**config.mk**
```make
export PLATFORM = sky130hd
export DESIGN_NAME = instruction_fetch_flat
export DESIGN_NICKNAME = d
export VERILOG_FILES = /design/src/rtl/instruction_fetch_if.sv /design/src/rtl/instruction_fetch.sv /design/src/flat_wrapper.sv
export SDC_FILE = /design/constraint.sdc
export NUM_CORES = 1
export LEC_CHECK = 0
export CAP_MARGIN = 40
export CORE_MARGIN = 10
export CORE_UTILIZATION = 41
export CTS_BUF_LIST = sky130_fd_sc_hd__clkbuf_8
export DETAILED_ROUTE_END_ITERATION = 10
export PLACE_DENSITY = 0.72
export SYNTH_ARGS = -nofsm -noshare
export SYNTH_HDL_FRONTEND = slang
export SYNTH_SLANG_ARGS = --single-unit
```
**constraint.sdc**
```tcl
create_clock -name clk -period 2.6 [get_ports clk]
set_clock_uncertainty 0.2 [all_clocks]
set_input_delay 0.52 -clock clk [delete_from_list [all_inputs] [get_ports clk]]
set_output_delay 0.52 -clock clk [all_outputs]
set_load 0.005 [all_outputs]
```
**src/rtl/instruction_fetch_if.sv**
```systemverilog
// Instruction memory request/response bundle between the fetch stage and
// instruction memory. The fetch stage is the master: it issues a word
// request and address, memory answers with an ack and the read data.
interface instruction_fetch_if;
  logic        imem_req;
  logic [31:0] imem_addr;
  logic [31:0] imem_rdata;
  logic        imem_ack;

  modport master (
    output imem_req,
    output imem_addr,
    input  imem_rdata,
    input  imem_ack
  );

  modport slave (
    input  imem_req,
    input  imem_addr,
    output imem_rdata,
    output imem_ack
  );
endinterface

```
**src/rtl/instruction_fetch.sv**
```systemverilog
// Instruction fetch stage of the MIPS pipeline.
// Holds the PC, issues one outstanding word request at a time over a
// variable-latency req/ack handshake, and presents fetched words on a
// registered IF/ID output with a valid flag. Decode stalls park a word
// that arrives during the stall in a one-entry buffer; branch redirects
// flush IF/ID and win over stalls.
// Optional feature: FETCH_MISALIGN_TRAP_EN -- a misaligned redirect sets a
// sticky error flag and parks the stage in HALT until reset. Without the
// macro the low two target bits are simply cleared.
module instruction_fetch #(
  parameter logic [31:0] RESET_PC = 32'h0000_0000
) (
  input  logic                  clk,
  input  logic                  rst_n,
  input  logic                  stall,
  input  logic                  branch_taken,
  input  logic [31:0]           branch_target,
  instruction_fetch_if.master   imem,
  output logic [31:0]           instruction,
  output logic [31:0]           pc_out,
  output logic [31:0]           pc_plus4,
  output logic                  if_valid,
  output logic                  misalign_err
);

  typedef enum logic [1:0] {
    S_IDLE  = 2'd0,
    S_FETCH = 2'd1,
    S_HOLD  = 2'd2
`ifdef FETCH_MISALIGN_TRAP_EN
    ,
    S_HALT  = 2'd3
`endif
  } fetch_state_t;

  fetch_state_t r_state;
  fetch_state_t w_state;

  logic [31:0] r_pc,      w_pc;
  logic [31:0] r_instr,   w_instr;
  logic [31:0] r_pcOut,   w_pcOut;
  logic [31:0] r_pcPlus4, w_pcPlus4;
  logic        r_valid,   w_valid;
  logic [31:0] r_bufInstr, w_bufInstr;
  logic [31:0] r_bufPc,    w_bufPc;
`ifdef FETCH_MISALIGN_TRAP_EN
  logic        r_misalign, w_misalign;
  logic        w_halted;
`endif
  logic        w_ackSeen;

  // Memory acks only count while a request is actually outstanding.
  assign w_ackSeen = imem.imem_ack && (r_state == S_FETCH);

  // Next-state and next-register computation; every field defaults to hold.
  always_comb begin
    w_state    = r_state;
    w_pc       = r_pc;
    w_instr    = r_instr;
    w_pcOut    = r_pcOut;
    w_pcPlus4  = r_pcPlus4;
    w_valid    = r_valid;
    w_bufInstr = r_bufInstr;
    w_bufPc    = r_bufPc;
`ifdef FETCH_MISALIGN_TRAP_EN
    w_misalign = r_misalign;
    w_halted   = (r_state == S_HALT);
`endif

    // Redirect is checked first so it beats both stall and a same-cycle ack.
    if (branch_taken
`ifdef FETCH_MISALIGN_TRAP_EN
        && !w_halted
`endif
       ) begin
`ifdef FETCH_MISALIGN_TRAP_EN
      if (branch_target[1:0] != 2'b00) begin
        w_misalign = 1'b1;
        w_valid    = 1'b0;
        w_state    = S_HALT;
      end else
`endif
      begin
        w_pc    = branch_target & ~32'd3;
        w_valid = 1'b0;
        w_instr = 32'd0;
        w_state = S_FETCH;
      end
    end else begin
      case (r_state)
        S_IDLE: begin
          w_state = S_FETCH;
        end
        S_FETCH: begin
          if (w_ackSeen && !stall) begin
            w_instr   = imem.imem_rdata;
            w_pcOut   = r_pc;
            w_pcPlus4 = r_pc + 32'd4;
            w_valid   = 1'b1;
            w_pc      = r_pc + 32'd4;
          end else if (w_ackSeen && stall) begin
            w_bufInstr = imem.imem_rdata;
            w_bufPc    = r_pc;
            w_state    = S_HOLD;
          end else if (!stall) begin
            w_valid = 1'b0;
          end
        end
        S_HOLD: begin
          if (!stall) begin
            w_instr   = r_bufInstr;
            w_pcOut   = r_bufPc;
            w_pcPlus4 = r_bufPc + 32'd4;
            w_valid   = 1'b1;
            w_pc      = r_bufPc + 32'd4;
            w_state   = S_FETCH;
          end
        end
        default: begin
          w_state = r_state;
        end
      endcase
    end
  end

  // State and datapath registers with asynchronous active-low reset.
  always_ff @(posedge clk or negedge rst_n) begin
    if (!rst_n) begin
      r_state    <= S_IDLE;
      r_pc       <= RESET_PC;
      r_instr    <= 32'd0;
      r_pcOut    <= 32'd0;
      r_pcPlus4  <= 32'd0;
      r_valid    <= 1'b0;
      r_bufInstr <= 32'd0;
      r_bufPc    <= 32'd0;
`ifdef FETCH_MISALIGN_TRAP_EN
      r_misalign <= 1'b0;
`endif
    end else begin
      r_state    <= w_state;
      r_pc       <= w_pc;
      r_instr    <= w_instr;
      r_pcOut    <= w_pcOut;
      r_pcPlus4  <= w_pcPlus4;
      r_valid    <= w_valid;
      r_bufInstr <= w_bufInstr;
      r_bufPc    <= w_bufPc;
`ifdef FETCH_MISALIGN_TRAP_EN
      r_misalign <= w_misalign;
`endif
    end
  end

  assign imem.imem_req  = (r_state == S_FETCH);
  assign imem.imem_addr = r_pc;
  assign instruction    = r_instr;
  assign pc_out         = r_pcOut;
  assign pc_plus4       = r_pcPlus4;
  assign if_valid       = r_valid;
`ifdef FETCH_MISALIGN_TRAP_EN
  assign misalign_err   = r_misalign;
`else
  assign misalign_err   = 1'b0;
`endif

endmodule

```
**src/flat_wrapper.sv**
```systemverilog
// flat-port wrapper written by rule: the top's interface ports become plain ports
module instruction_fetch_flat 
#(
  parameter logic [31:0] RESET_PC = 32'h0000_0000
)
  (clk, rst_n, stall, branch_taken, branch_target, instruction, pc_out, pc_plus4, if_valid, misalign_err, imem_imem_req, imem_imem_addr, imem_imem_rdata, imem_imem_ack);
  instruction_fetch_if imem_i ();
  input  logic clk;
  input  logic rst_n;
  input  logic stall;
  input  logic branch_taken;
  input  logic [31:0] branch_target;
  output logic [31:0] instruction;
  output logic [31:0] pc_out;
  output logic [31:0] pc_plus4;
  output logic if_valid;
  output logic misalign_err;
  output wire logic [$bits(imem_i.imem_req)-1:0] imem_imem_req;
  output wire logic [$bits(imem_i.imem_addr)-1:0] imem_imem_addr;
  input wire logic [$bits(imem_i.imem_rdata)-1:0] imem_imem_rdata;
  input wire logic [$bits(imem_i.imem_ack)-1:0] imem_imem_ack;
  assign imem_imem_req = imem_i.imem_req;
  assign imem_imem_addr = imem_i.imem_addr;
  assign imem_i.imem_rdata = imem_imem_rdata;
  assign imem_i.imem_ack = imem_imem_ack;
  instruction_fetch #(.RESET_PC(RESET_PC)) u_core (.clk(clk), .rst_n(rst_n), .stall(stall), .branch_taken(branch_taken), .branch_target(branch_target), .imem(imem_i), .instruction(instruction), .pc_out(pc_out), .pc_plus4(pc_plus4), .if_valid(if_valid), .misalign_err(misalign_err));
endmodule
```
==> results_dict.tcl <==
set metrics [dict create \
    outcome "finished with violations" \
    violations "negative setup slack" \
    grt_first_pass_wirelength_um 40800 \
    crit_type "register to register" \
    ys_ff_latch 193 \
    htreeDepth 4 \
    slowest_delay_ns 0.42 \
    yosysSeqAreaShare_pct 53.9 \
    drive_gt1_share_pct 22.1 \
    drcViolationCount 0 \
    critPathMaxFanout 5 \
    antenna_found_initial 1 \
    fill_cells 1769 \
    nets 1176 \
    grt-ovfl-total 0 \
    grt_max_degree 61 \
    synth_area_mm2 0.00897 \
    fin_setup_tns_ns -1.16 \
    slew_violations 0 \
    synth_edf_count 0 \
    via_per_inst 5.24 \
    drv_cap 0 \
    p_per_area_mw_per_mm2 698 \
    dieHeight_um 168 \
    drt_iter0_drc 474 \
    root_buffer "clkbuf_8" \
    finalCritPeriodShare_pct 106 \
    routedWlPerCell_um 18.5 \
    area_growth_pct 42.1 \
    clock_path_buffers 2 \
    required_ns 2.73 \
    async_flop_share_pct 100 \
    clock-sinks 193 \
    postSynthCellCount 848 \
    leakage_uw 0.00542 \
    cts_tree "built" \
    cp_data_arrival_time_ns 2.88 \
    gp_congestion 0.847 \
    clkSlewWorstSetupHoldPaths_ns 0.10 \
    cp-start-kind "register" \
    start_util_pct 41.3 \
    drtPass1Iterations 5 \
    n_antenna_cell 0 \
    fin_cells 1397 \
    min_period_ns 2.75 \
    grt.total_usage_pct 17.7 \
    ys_types 44 \
    max_freq_mhz 364 \
    rsz0062_at_grt "true" \
    yosys_warnings 0 \
    grt_pass1_vias 7526 \
    io_buffers 196 \
    rows 54 \
    numCtsBuffers 17 \
    cp_slowest_cell "dfrtp_1" \
    synth_top_area_cell "dfrtp_1" \
    num_vias 7319 \
    synth_area_leaders "dfrtp_1 54%, mux2_2 8.2%, mux2i_1 7.9%, nand2_1 5.9%, nor2_1 3.3%" \
    setup_ws_ns -0.145 \
    worst_pin_slew_ns 0.571 \
    io_pins 200 \
    relSlewSlack_pct 60.9 \
    end_kind "register" \
    clk_latency_ns 0.47 \
    die_w_um 168 \
    final_area_mm2 0.0127 \
    synth_top_cells_by_count "193 x dfrtp_1, 142 x nand2_1, 80 x nor2_1, 71 x mux2i_1, 65 x mux2_2" \
    yosysMostFrequentCell "dfrtp_1" \
    dpl-instance-area_mm2 0.0117 \
    synth-main-ff-cell "dfrtp_1" \
    coreArea_mm2 0.0217 \
    dp_hpwl_um 18000 \
    utilization_pct 58.7 \
    cp_cell_sequence "ha_4, buf_6, nand4b_4, a222oi_1, buf_4, nand4b_1, buf_6, nor4b_4, mux2i_1, o211ai_1" \
    avgSynthCellArea_um2 10.6 \
    vdd_ir_drop_max_uv 376 \
    dp.cells 1342 \
    wirelength_um 25900 \
    timing.hold.ws_ns 0.0513 \
    dieArea_mm2 0.0282 \
    setup_viol 17 \
    antenna_left 0 \
    holdCritPathClass "input port to register" \
    cp_common_cell "buf_6" \
    hold_viol_final 0 \
    syn_nets 920 \
    yosysTopAreaCellShare_pct 53.9 \
]
## per-layer routing
layer / up-vias / track usage (%) / part of all wire (%)
met1: 3606 / 21.6 / 42
li1: 3463 / - / -
met4: 2 / 5.49 / 1.8
met3: 36 / 6.33 / 7.9
met2: 212 / 28.5 / 48
met5: - / 0 / 0.050
## final timing paths
check | startpoint | to | slack, ns | cells after the start
worst max register to register | u_core.r_state[1] | u_core.imem.imem_addr[25] | -0.15 | 10
min in group asynchronous | rst_n | u_core.pc_out[11] | 0.36 | 2
max in group asynchronous | rst_n | u_core.pc_out[27] | 1.02 | 3
worst min-delay path | branch_taken | u_core.instruction[11] | 0.05 | 2
worst max-delay path | u_core.r_state[1] | u_core.imem.imem_addr[25] | -0.15 | 10
worst min register to register | u_core.pc_plus4[21] | u_core.pc_plus4[21] | 0.28 | 2
## state kept, by name, summed over array words and instances (netlist names)
signal,count
u_core.if_valid,1
u_core.imem.imem_addr,32
u_core.instruction,32
u_core.pc_out,30
u_core.pc_plus4,32
u_core.r_bufInstr,32
u_core.r_bufPc,32
u_core.r_state,2
## critical path: cells and delay by family, from the launching register on
family	cells	cell delay [ns]
muxes	1	0.25
AOI/OAI and AO/OA	2	0.48
DFF	1	0.42
buffers and inverters	3	0.48
and+or+nand+nor	3	0.57
adders and majority gates	1	0.19
## where the power goes
| group | leakage, uW | internal (uW) | switching (uW) |
|---|---|---|---|
| Combinational | 0.00278 | 1460 | 987 |
| Sequential | 0.00242 | 3710 | 543 |
| Clock | 0.000220 | 1100 | 1090 |
| Total | 0.00542 | 6270 | 2620 |
## placed cells by master, fill, tap and decap left out, types with 5 or more instances in the layout
| cell | Yosys | routed |
|---|---|---|
| clkdlybuf4s50_1 | 0 | 193 |
| dfrtp_1 | 193 | 193 |
| nand2_1 | 142 | 138 |
| buf_4 | 3 | 78 |
| nor2_1 | 80 | 75 |
| mux2_2 | 65 | 65 |
| mux2i_1 | 71 | 64 |
| o21ai_0 | 51 | 44 |
| a211oi_1 | 36 | 34 |
| clkbuf_8 | 0 | 20 |
| a21oi_1 | 20 | 18 |
| xor2_1 | 15 | 11 |
| nor2b_1 | 12 | 11 |
| nand3_1 | 13 | 10 |
| nand4_1 | 9 | 9 |
| o211ai_1 | 9 | 9 |
| buf_6 | 2 | 9 |
| buf_12 | 0 | 9 |
| nand4b_1 | 7 | 7 |
| nor3b_1 | 9 | 7 |
| o21ai_1 | 0 | 6 |
| a21o_1 | 5 | 5 |
| nand3b_1 | 5 | 5 |
## repair_timing
action,in CTS,in global routing
hold buffers,1,0
pin swaps,22,25
buffers inserted,9,11
gates cloned,1,3
gates resized for setup,37,36
setup endpoints to repair,24,51
hold endpoints to repair,49,0
## final cells by class
| type | count | area (um2) | area share (%) |
|---|---|---|---|
| Sequential cell | 193 | 4830 | 37.9 |
| Multi-Input combinational cell | 593 | 4170 | 32.7 |
| Timing Repair Buffer | 296 | 2930 | 23.0 |
| Tap cell | 280 | 350 | 2.75 |
| Clock buffer | 19 | 262 | 2.05 |
| Clock inverter | 13 | 183 | 1.43 |
| Inverter | 3 | 11.3 | 0.0884 |
## kinds of logic after synthesis
family,count (synthesis),share of synthesized area (%)
other cells,1,0.0418
flops,193,53.9
mux,136,16.1
buf+inv,62,3.06
fa+ha+maj,3,0.419
compound gates,141,9.95
xor+xnor,18,1.76
simple gates,294,14.8
## stage by stage
step | total power (uW) | setup slack [ns]
floorplan | 5210 | -0.000965
global placement | 6620 | -0.129
detailed placement | 6700 | -0.194
CTS | 8920 | -0.151
global route | 9410 | -0.342
finish | 8890 | -0.145
Note: power is estimated with default switching activity, not from simulation.
